`src/rtl/rv32_bus_arbiter.sv`:
```
// Arbitrates one single-port memory bus between instruction fetch and data load/store.
// Optional round-robin fairness via RV32_BUS_ARB_FAIR_EN; otherwise data has strict priority.
module rv32_bus_arbiter #(
   parameter int unsigned TIMEOUT_CYCLES = 255
) (
   input  logic        clk,
   input  logic        reset,
   input  logic        instr_read_in,
   input  logic [31:0] instr_address_in,
   output logic [31:0] instr_read_value_out,
   output logic        instr_ready_out,
   input  logic        data_read_in,
   input  logic        data_write_in,
   input  logic [31:0] data_address_in,
   input  logic [31:0] data_write_value_in,
   input  logic [3:0]  data_write_mask_in,
   output logic [31:0] data_read_value_out,
   output logic        data_ready_out,
   output logic        bus_valid_out,
   output logic        bus_write_out,
   output logic [31:0] bus_address_out,
   output logic [31:0] bus_write_value_out,
   output logic [3:0]  bus_write_mask_out,
   input  logic [31:0] bus_read_value_in,
   input  logic        bus_ready_in,
   output logic        bus_error_out
);

   localparam int unsigned WD_W = (TIMEOUT_CYCLES < 2) ? 1 : $clog2(TIMEOUT_CYCLES + 1);

   typedef enum logic [1:0] {IDLE, INSTR, DATA} state_e;

   state_e            state_q, state_d;
   logic              bus_valid_q, bus_valid_d;
   logic              bus_write_q, bus_write_d;
   logic [31:0]       bus_address_q, bus_address_d;
   logic [31:0]       bus_write_value_q, bus_write_value_d;
   logic [3:0]        bus_write_mask_q, bus_write_mask_d;
   logic [WD_W-1:0]   wd_q, wd_d;
`ifdef RV32_BUS_ARB_FAIR_EN
   logic              last_data_q, last_data_d;
`endif

   logic busy_c, timeout_c, done_c, data_req_c, grant_data_c;

   // Completion, watchdog and grant decisions
   always_comb begin
      busy_c     = (state_q != IDLE);
      timeout_c  = (TIMEOUT_CYCLES != 0) && busy_c && !bus_ready_in &&
                   (wd_q == WD_W'(TIMEOUT_CYCLES - 1));
      done_c     = busy_c && (bus_ready_in || timeout_c) && !reset;
      data_req_c = data_read_in | data_write_in;
`ifdef RV32_BUS_ARB_FAIR_EN
      grant_data_c = data_req_c && !(instr_read_in && last_data_q);
`else
      grant_data_c = data_req_c;
`endif
   end

   // Ready, read data and error are same-cycle responses to bus_ready_in / timeout
   always_comb begin
      instr_ready_out      = done_c && (state_q == INSTR);
      data_ready_out       = done_c && (state_q == DATA);
      bus_error_out        = timeout_c && !reset;
      instr_read_value_out = (instr_ready_out && !timeout_c) ? bus_read_value_in : 32'd0;
      data_read_value_out  = (data_ready_out && !timeout_c) ? bus_read_value_in : 32'd0;
   end

   // Next-state and bus register update
   always_comb begin
      state_d           = state_q;
      bus_valid_d       = bus_valid_q;
      bus_write_d       = bus_write_q;
      bus_address_d     = bus_address_q;
      bus_write_value_d = bus_write_value_q;
      bus_write_mask_d  = bus_write_mask_q;
      wd_d              = wd_q;
`ifdef RV32_BUS_ARB_FAIR_EN
      last_data_d       = last_data_q;
`endif
      case (state_q)
         IDLE: begin
            wd_d = '0;
            if (grant_data_c) begin
               state_d           = DATA;
               bus_valid_d       = 1'b1;
               bus_write_d       = data_write_in;
               bus_address_d     = data_address_in;
               bus_write_value_d = data_write_in ? data_write_value_in : 32'd0;
               bus_write_mask_d  = data_write_in ? data_write_mask_in : 4'd0;
`ifdef RV32_BUS_ARB_FAIR_EN
               last_data_d       = 1'b1;
`endif
            end else if (instr_read_in) begin
               state_d           = INSTR;
               bus_valid_d       = 1'b1;
               bus_write_d       = 1'b0;
               bus_address_d     = instr_address_in;
               bus_write_value_d = 32'd0;
               bus_write_mask_d  = 4'd0;
`ifdef RV32_BUS_ARB_FAIR_EN
               last_data_d       = 1'b0;
`endif
            end
         end
         INSTR, DATA: begin
            if (bus_ready_in || timeout_c) begin
               state_d           = IDLE;
               bus_valid_d       = 1'b0;
               bus_write_d       = 1'b0;
               bus_address_d     = 32'd0;
               bus_write_value_d = 32'd0;
               bus_write_mask_d  = 4'd0;
               wd_d              = '0;
            end else begin
               wd_d = wd_q + WD_W'(1);
            end
         end
         default: state_d = IDLE;
      endcase
   end

   always_ff @(posedge clk) begin
      if (reset) begin
         state_q           <= IDLE;
         bus_valid_q       <= 1'b0;
         bus_write_q       <= 1'b0;
         bus_address_q     <= 32'd0;
         bus_write_value_q <= 32'd0;
         bus_write_mask_q  <= 4'd0;
         wd_q              <= '0;
`ifdef RV32_BUS_ARB_FAIR_EN
         last_data_q       <= 1'b0;
`endif
      end else begin
         state_q           <= state_d;
         bus_valid_q       <= bus_valid_d;
         bus_write_q       <= bus_write_d;
         bus_address_q     <= bus_address_d;
         bus_write_value_q <= bus_write_value_d;
         bus_write_mask_q  <= bus_write_mask_d;
         wd_q              <= wd_d;
`ifdef RV32_BUS_ARB_FAIR_EN
         last_data_q       <= last_data_d;
`endif
      end
   end

   assign bus_valid_out       = bus_valid_q;
   assign bus_write_out       = bus_write_q;
   assign bus_address_out     = bus_address_q;
   assign bus_write_value_out = bus_write_value_q;
   assign bus_write_mask_out  = bus_write_mask_q;

endmodule

```
`config.mk`:
```
export PLATFORM = sky130hd
export DESIGN_NAME = rv32_bus_arbiter
export DESIGN_NICKNAME = d
export VERILOG_FILES = /design/src/rtl/rv32_bus_arbiter.sv
export SDC_FILE = /design/constraint.sdc
export NUM_CORES = 1
export LEC_CHECK = 0
export BUFFER_PORTS_ARGS = -buffer_cell sky130_fd_sc_hd__buf_2
export CORE_AREA = 2 2 108 110
export CTS_BUF_LIST = sky130_fd_sc_hd__clkbuf_4 sky130_fd_sc_hd__clkbuf_8 sky130_fd_sc_hd__clkbuf_16
export CTS_CLUSTER_DIAMETER = 40
export CTS_CLUSTER_SIZE = 20
export DETAILED_ROUTE_END_ITERATION = 12
export DIE_AREA = 0 0 110 112
export PLACE_DENSITY = 0.86
export SYNTH_ARGS = -nofsm -noshare
export SYNTH_HDL_FRONTEND = slang
export SYNTH_SLANG_ARGS = --single-unit
```
`constraint.sdc`:
```
create_clock -name clk -period 2.4 [get_ports clk]
set_input_delay 0.12 -clock clk [delete_from_list [all_inputs] [get_ports clk]]
set_output_delay 0.12 -clock clk [all_outputs]
set_load 0.02 [all_outputs]
```
==> run_results.csv, run 1 <==
group,metric,value,unit
detailed_routing,detail_route.wl_per_cell,14.0,um
clock_tree,cts.sinks,80,
timing,finalSetupViolCount,0,
global_routing,grt_max_degree,101,
detailed_routing,vias,4554,
global_routing,grt_pass1_vias,4057,
synth,yosysSeqAreaShare,35.5,%
timing,rsz0062_at_grt,"no",
place,port_buffers,274,
power_and_ir_drop,power_density,699,mW/mm^2
synth,ys_types,36,
global_routing,met1_usage,26.4,%
timing,worstMarginPinSlew,497,ps
detailed_routing,dr.pass1.iters,4,
run_status,status,"finished clean",
layout,antennaDiodeCount,0,
setup_path,cpPeakStageDelay,400,ps
timing,setup_tns,0,ps
synth,synth_seq_cells,80,
timing,holdWs,31.0,ps
global_routing,grt_pass1_wl,20.0,mm
layout,num-nets-final,925,
clock_tree,cts_root_buf,"clkbuf_16",
layout,drive_gt1_share,47.1,%
detailed_routing,postRouteAntennaNets,0,
floorplan,start_util,40.4,%
timing,post-route-min-period,2240,ps
setup_path,path_cells,"inv_1 -> ha_1 -> nor2_1 -> and3_1 -> buf_6 -> and2_1 -> buf_2",
layout,seq_area,0.00160,mm^2
synth,syn_avg_cell_area,8.53,um^2
global_routing,gr-total-overflow,0,
job,cap_violations,0,
clock_tree,cts_tree,"built",
power_and_ir_drop,peakVddDrop,0.396,mV
setup_path,required,2280,ps
global_routing,antenna_found_initial,0,
setup_path,cp-start-kind,"flip-flop",
floorplan,pin_count,275,
place,gp_congestion,0.808,
synth,synth_cells,529,
setup_path,cp_top_family,"simple AND/OR/NAND/NOR gates",
power_and_ir_drop,p_leak,3.06,nW
layout,syn2layout_area_growth,40.2,%
min_path,hp-class,"primary input to flip-flop",
place,placed_area,0.00597,mm^2
global_routing,grt.total_usage,20.4,%
timing,finalMaxSlewViolations,0,
detailed_routing,avgViaCountPerCell,4.90,
synth,synth.area.top_cells,"dfxtp_1 35%, o21ai_2 12%, and2_1 8.9%, mux2i_1 7.1%, nor2b_1 5.5%",
detailed_routing,first_iter_violations,260,
global_routing,busiest_layer,"met2",
timing,max_freq,446,MHz
timing,skew,9.29,ps
layout,multi_input_area,0.00264,mm^2
setup_path,critPathKind,"flip-flop to output port",
timing,finalCritPeriodShare,93.5,%
clock_tree,htreeDepth,3,
setup_path,cp.buffers_inverters,3,
clock_tree,clock_path_buffers,2,
setup_path,arrival,2120,ps
timing,slew_headroom,66.8,%
floorplan,rows,39,
setup_path,crit_slowest_cell,"dfxtp_1",
layout,fillerInstances,1028,
global_routing,met3_usage,4.51,%
clock_tree,numCtsBuffers,9,
timing,hold_viol,0,
floorplan,die_w,110,um
place,dp_hpwl,9.56,mm
detailed_routing,routed_wl,13.0,mm
detailed_routing,drc,0,
global_routing,use_met2,33.8,%
floorplan,die_y,112,um
setup_path,critical_path_peak_fanout,32,
setup_path,endpoint_kind,"output port",
synth,yosysWarnings,0,
synth,yosysTopAreaCell,"dfxtp_1",
floorplan,fp.coreArea,0.0112,mm^2
synth,synth.cell_area,0.00451,mm^2
clock_tree,clkTransAtPathRegs,60,ps
clock_tree,clk_latency,330,ps
layout,stdcell_area,0.00632,mm^2
clock_tree,holdBufCountCts,0,
floorplan,dieArea,0.0123,mm^2
synth,synth_top_area_share,35.5,%
synth,synth_nets,673,
## cells in the final DEF (no fill, tap or decap), types with 2 or more instances in the layout
master,n
dfxtp_1,80
nor2_1,16
o21ai_0,36
nor2b_1,40
xnor2_1,3
o21ai_1,10
xor2_1,4
inv_6,2
and3_1,2
and2_1,64
nand4b_1,2
mux2i_1,32
or3_1,32
buf_2,274
buf_4,8
buf_12,5
clkbuf_16,9
o21ai_2,60
a21oi_1,36
inv_1,3
nand2_1,40
ha_1,6
nand4_1,2
bufinv_16,3
## kinds of logic (layout without fill, tap and decap cells)
logic type | Yosys count | after routing | share of synthesized area [%]
xor+xnor | 7 | 7 | 1.36
flops | 80 | 80 | 35.5
buf+inv | 50 | 307 | 6.49
mux | 33 | 33 | 7.35
fa+ha+maj | 6 | 6 | 1.66
simple gates | 206 | 206 | 26.0
compound gates | 147 | 147 | 21.6
## cell type report
type                       count  area share (%)
clock buffer                  10            3.68
clock inverter                 6            1.82
inverter                       3           0.178
multi-input combinational    399            41.8
sequential                    80            25.3
tap                          143            2.83
timing repair buffer         288            24.4
## worst reg2reg max path: cells and delay by family, from the launching register on
family / cells / cell delay (ps)
simple gates: 2 / 780
buf+inv: 2 / 460
flops: 1 / 350
fa+ha+maj: 1 / 230
compound gates: 2 / 160
## layer usage
metal	wire length, um	vias to the layer above
met2	6200	166
met1	5660	2055
li1	-	2313
met3	954	20
met4	218	0
met5	0	-
## through the flow
step                worst slack, ps  cells  util (%)  total power, W
finish                          157    929      56.6         0.00442
detailed placement              309    913      53.4         0.00286
floorplan                       489    529         -         0.00247
global route                   25.9    929      56.6         0.00464
CTS                             127    929      56.6         0.00446
global placement                382    913      53.4         0.00284
## state kept, by name, indices dropped and copies added (netlist names)
register / count
bus_address_out: 32
bus_write_value_out: 32
wd_q: 8
bus_write_mask_out: 4
state_q: 2
bus_valid_out: 1
bus_write_out: 1
## cell usage after synthesis (all sizes together)
cell    count
and3        2
nor2b      40
inv         3
a311oi      1
nand4b      2
a21oi      36
o21bai      1
ha          6
nor4        1
or4b        1
nor3b       1
a31oi       1
nor2       17
nand2      40
clkbuf     25
mux2i      32
or3        32
xnor2       3
nand4       2
buf        22
xor2        4
nand3b      1
dfxtp      80
o21a        1
o21ai     107
and3b       1
nor3        1
mux2        1
nand2b      1
and2       64
## worst paths after layout
path	slack, ps	cells past startpoint	from	endpoint
worst min-delay path	30	3	data_write_value_in[2]	bus_write_value_out[2]
worst max-delay path	160	7	state_q[0]	instr_read_value_out[8]
worst max register to register	290	7	state_q[0]	bus_address_out[11]
worst min register to register	470	2	bus_address_out[30]	bus_address_out[30]
## report_power, final
group	switching, W	leakage, nW	internal [W]	total (W)
Sequential	0.0000708	0.654	0.00148	0.00155
Combinational	0.000807	2.24	0.000470	0.00128
Clock	0.000558	0.167	0.00104	0.00159
## repair_timing
action,CTS,global route
endpoints found under the setup margin,0,1
endpoints found under the hold margin,0,0
buffers inserted,0,0
resized for setup,0,1
Note: power is estimated with default switching activity, not from simulation.
==> run 2: changes to the inputs <==
--- a/config.mk
+++ b/config.mk
@@ -14,2 +14,3 @@
 export DIE_AREA = 0 0 110 112
+export HOLD_SLACK_MARGIN = 0.15
 export PLACE_DENSITY = 0.86
--- a/constraint.sdc
+++ b/constraint.sdc
@@ -3,2 +3,2 @@
 set_output_delay 0.12 -clock clk [all_outputs]
-set_load 0.02 [all_outputs]
+set_load 0.05 [all_outputs]
==> run 2 against run 1 <==
Against the previous run: critical path depth is the same; worst setup slack worse by 20 ps; count of clock-buffer cells in the layout increased by 1; largest cell class unchanged; first-iteration DRC count increased by 4.2%; die area did not move; final cell count grew 4.2%; flip-flop and latch count is the same; non-clock buffer count rose by 38; critical path type unchanged; worst hold slack better by 170 ps; clock skew down 3.2 ps; global-route usage up 0.77 points; maximum frequency down 0.88%.
==> run_results.csv, run 2 (synthesis gave the netlist of run 1 again) <==
group,metric,value,unit
run_status,status,"finished clean",
timing,finalCritPeriodShare,94.3,%
clock_tree,cts_root_buf,"clkbuf_16",
clock_tree,cts.sinks,80,
detailed_routing,postRouteAntennaNets,0,
place,gp_congestion,0.849,
layout,num-nets-final,964,
detailed_routing,first_iter_violations,271,
setup_path,path_cells,"inv_1 -> ha_1 -> nor2_2 -> and3_1 -> buf_6 -> and2_1 -> clkbuf_4",
clock_tree,htreeDepth,3,
global_routing,gr-total-overflow,0,
setup_path,arrival,2140,ps
min_path,min_from,"data_address_in[12]",
timing,post-route-min-period,2260,ps
global_routing,grt_max_degree,57,
timing,hold_viol,0,
global_routing,grt_pass1_vias,4424,
clock_tree,clock_path_buffers,2,
layout,multi_input_area,0.00266,mm^2
setup_path,critPathKind,"flip-flop to output port",
floorplan,die_w,110,um
timing,max_freq,442,MHz
detailed_routing,drc,0,
layout,antennaDiodeCount,0,
place,port_buffers,274,
timing,finalSetupViolCount,0,
floorplan,dieArea,0.0123,mm^2
power_and_ir_drop,p_leak,3.21,nW
setup_path,worstReg2RegStart,"state_q[0]",
setup_path,endpoint_kind,"output port",
layout,drive_gt1_share,45.5,%
setup_path,cp.buffers_inverters,3,
floorplan,pin_count,275,
clock_tree,cts_tree,"built",
layout,fin_cells,968,
timing,worstMarginPinSlew,522,ps
layout,mostFrequentLayoutCell,"buf_2",
detailed_routing,detail_route.wl_per_cell,14.3,um
clock_tree,clkTransAtPathRegs,60,ps
timing,finalMaxSlewViolations,0,
detailed_routing,routed_wl,13.8,mm
detailed_routing,avgViaCountPerCell,4.89,
setup_path,cpPeakStageDelay,380,ps
floorplan,start_util,40.4,%
place,dp_hpwl,9.36,mm
setup_path,reg2reg_to,"bus_address_out[26]",
floorplan,die_y,112,um
min_path,min_to,"bus_address_out[12]",
layout,fillerInstances,977,
job,cap_violations,0,
timing,rsz0062_at_grt,"no",
setup_path,rrSetupSlack,180,ps
layout,final_cell_mix,"272 x buf_2, 80 x dfxtp_1, 64 x and2_1",
detailed_routing,vias,4738,
power_and_ir_drop,peakVddDrop,0.418,mV
timing,slew_headroom,65.2,%
detailed_routing,dr.pass1.iters,4,
setup_path,cp_top_family,"simple AND/OR/NAND/NOR gates",
place,placedCellCount,912,
floorplan,fp.coreArea,0.0112,mm^2
power_and_ir_drop,power_density,714,mW/mm^2
floorplan,rows,39,
min_path,min_path_cells,4,
timing,skew,6.07,ps
min_path,hp-class,"primary input to flip-flop",
timing,setup_tns,0,ps
clock_tree,clk_latency,320,ps
layout,syn2layout_area_growth,48.6,%
global_routing,grt.total_usage,21.2,%
global_routing,grt_pass1_wl,20.9,mm
setup_path,reg2reg_depth,7,
setup_path,cp-start-kind,"flip-flop",
clock_tree,numCtsBuffers,9,
setup_path,crit_slowest_cell,"dfxtp_1",
global_routing,antenna_found_initial,0,
layout,seq_area,0.00160,mm^2
power_and_ir_drop,power.total,0.00479,W
setup_path,required,2280,ps
setup_path,critical_path_peak_fanout,32,
run 2: through the flow:
| step | util, % | cell area, um^2 | hold WS [ps] | setup WS [ps] |
|---|---|---|---|---|
| after global placement | 53.2 | 5950 | 366 | 274 |
| after CTS | 59.6 | 6660 | 187 | 4.44 |
| after global routing | 60.0 | 6700 | 198 | 8.46 |
| after floorplan | - | 4520 | 260 | 455 |
| final | 60.0 | 6700 | 196 | 137 |
| after detailed placement | 53.2 | 5950 | 369 | 164 |
run 2: timing repair:
action / 4_1_cts / 5_1_grt
hold buffers: 37 / 0
resized for setup: 0 / 6
buffers inserted: 0 / 2
endpoints found under the hold margin: 37 / 0
setup endpoints to repair: 0 / 65
run 2: report_power, final:
part | switching [W] | internal [W] | leakage, nW
logic | 0.00117 | 0.000505 | 2.39
registers | 0.0000729 | 0.00148 | 0.654
clock network | 0.000529 | 0.00104 | 0.163
run 2: worst max path at each step:
stage / startpoint / cells after the start / end / slack, ps
4_1_cts: state_q[0] / 7 / data_read_value_out[26] / 4
3_5_place_dp: state_q[0] / 7 / bus_write_value_out[14] / 160
5_1_grt: state_q[0] / 6 / bus_error_out / 8
6_report: state_q[0] / 7 / data_read_value_out[26] / 140
3_3_place_gp: state_q[0] / 7 / bus_address_out[21] / 270
2_1_floorplan: state_q[0] / 4 / bus_error_out / 450
run 2: area by class of cell:
class | count | share of cell area [%]
Tap cell | 143 | 2.67
Sequential cell | 80 | 23.9
Multi-Input combinational cell | 400 | 39.7
Inverter | 3 | 0.168
Clock inverter | 5 | 1.57
Timing Repair Buffer | 326 | 28.4
Clock buffer | 11 | 3.58
run 2: routing by layer:
metal | vias up | wire length [um] | global-route usage (%)
met5 | - | 0 | 0
li1 | 2384 | - | -
met1 | 2166 | 5780 | 25.7
met3 | 27 | 851 | 3.81
met4 | 0 | 307 | 7.00
met2 | 161 | 6900 | 37.1
run 2: worst register-to-register path, delay by kind of cell (launching register included):
family | cells | cell delay, ps
DFF | 1 | 340
AOI/OAI and AO/OA | 3 | 430
adders and majority gates | 1 | 340
buffers and inverters | 2 | 500
and+or+nand+nor | 1 | 540
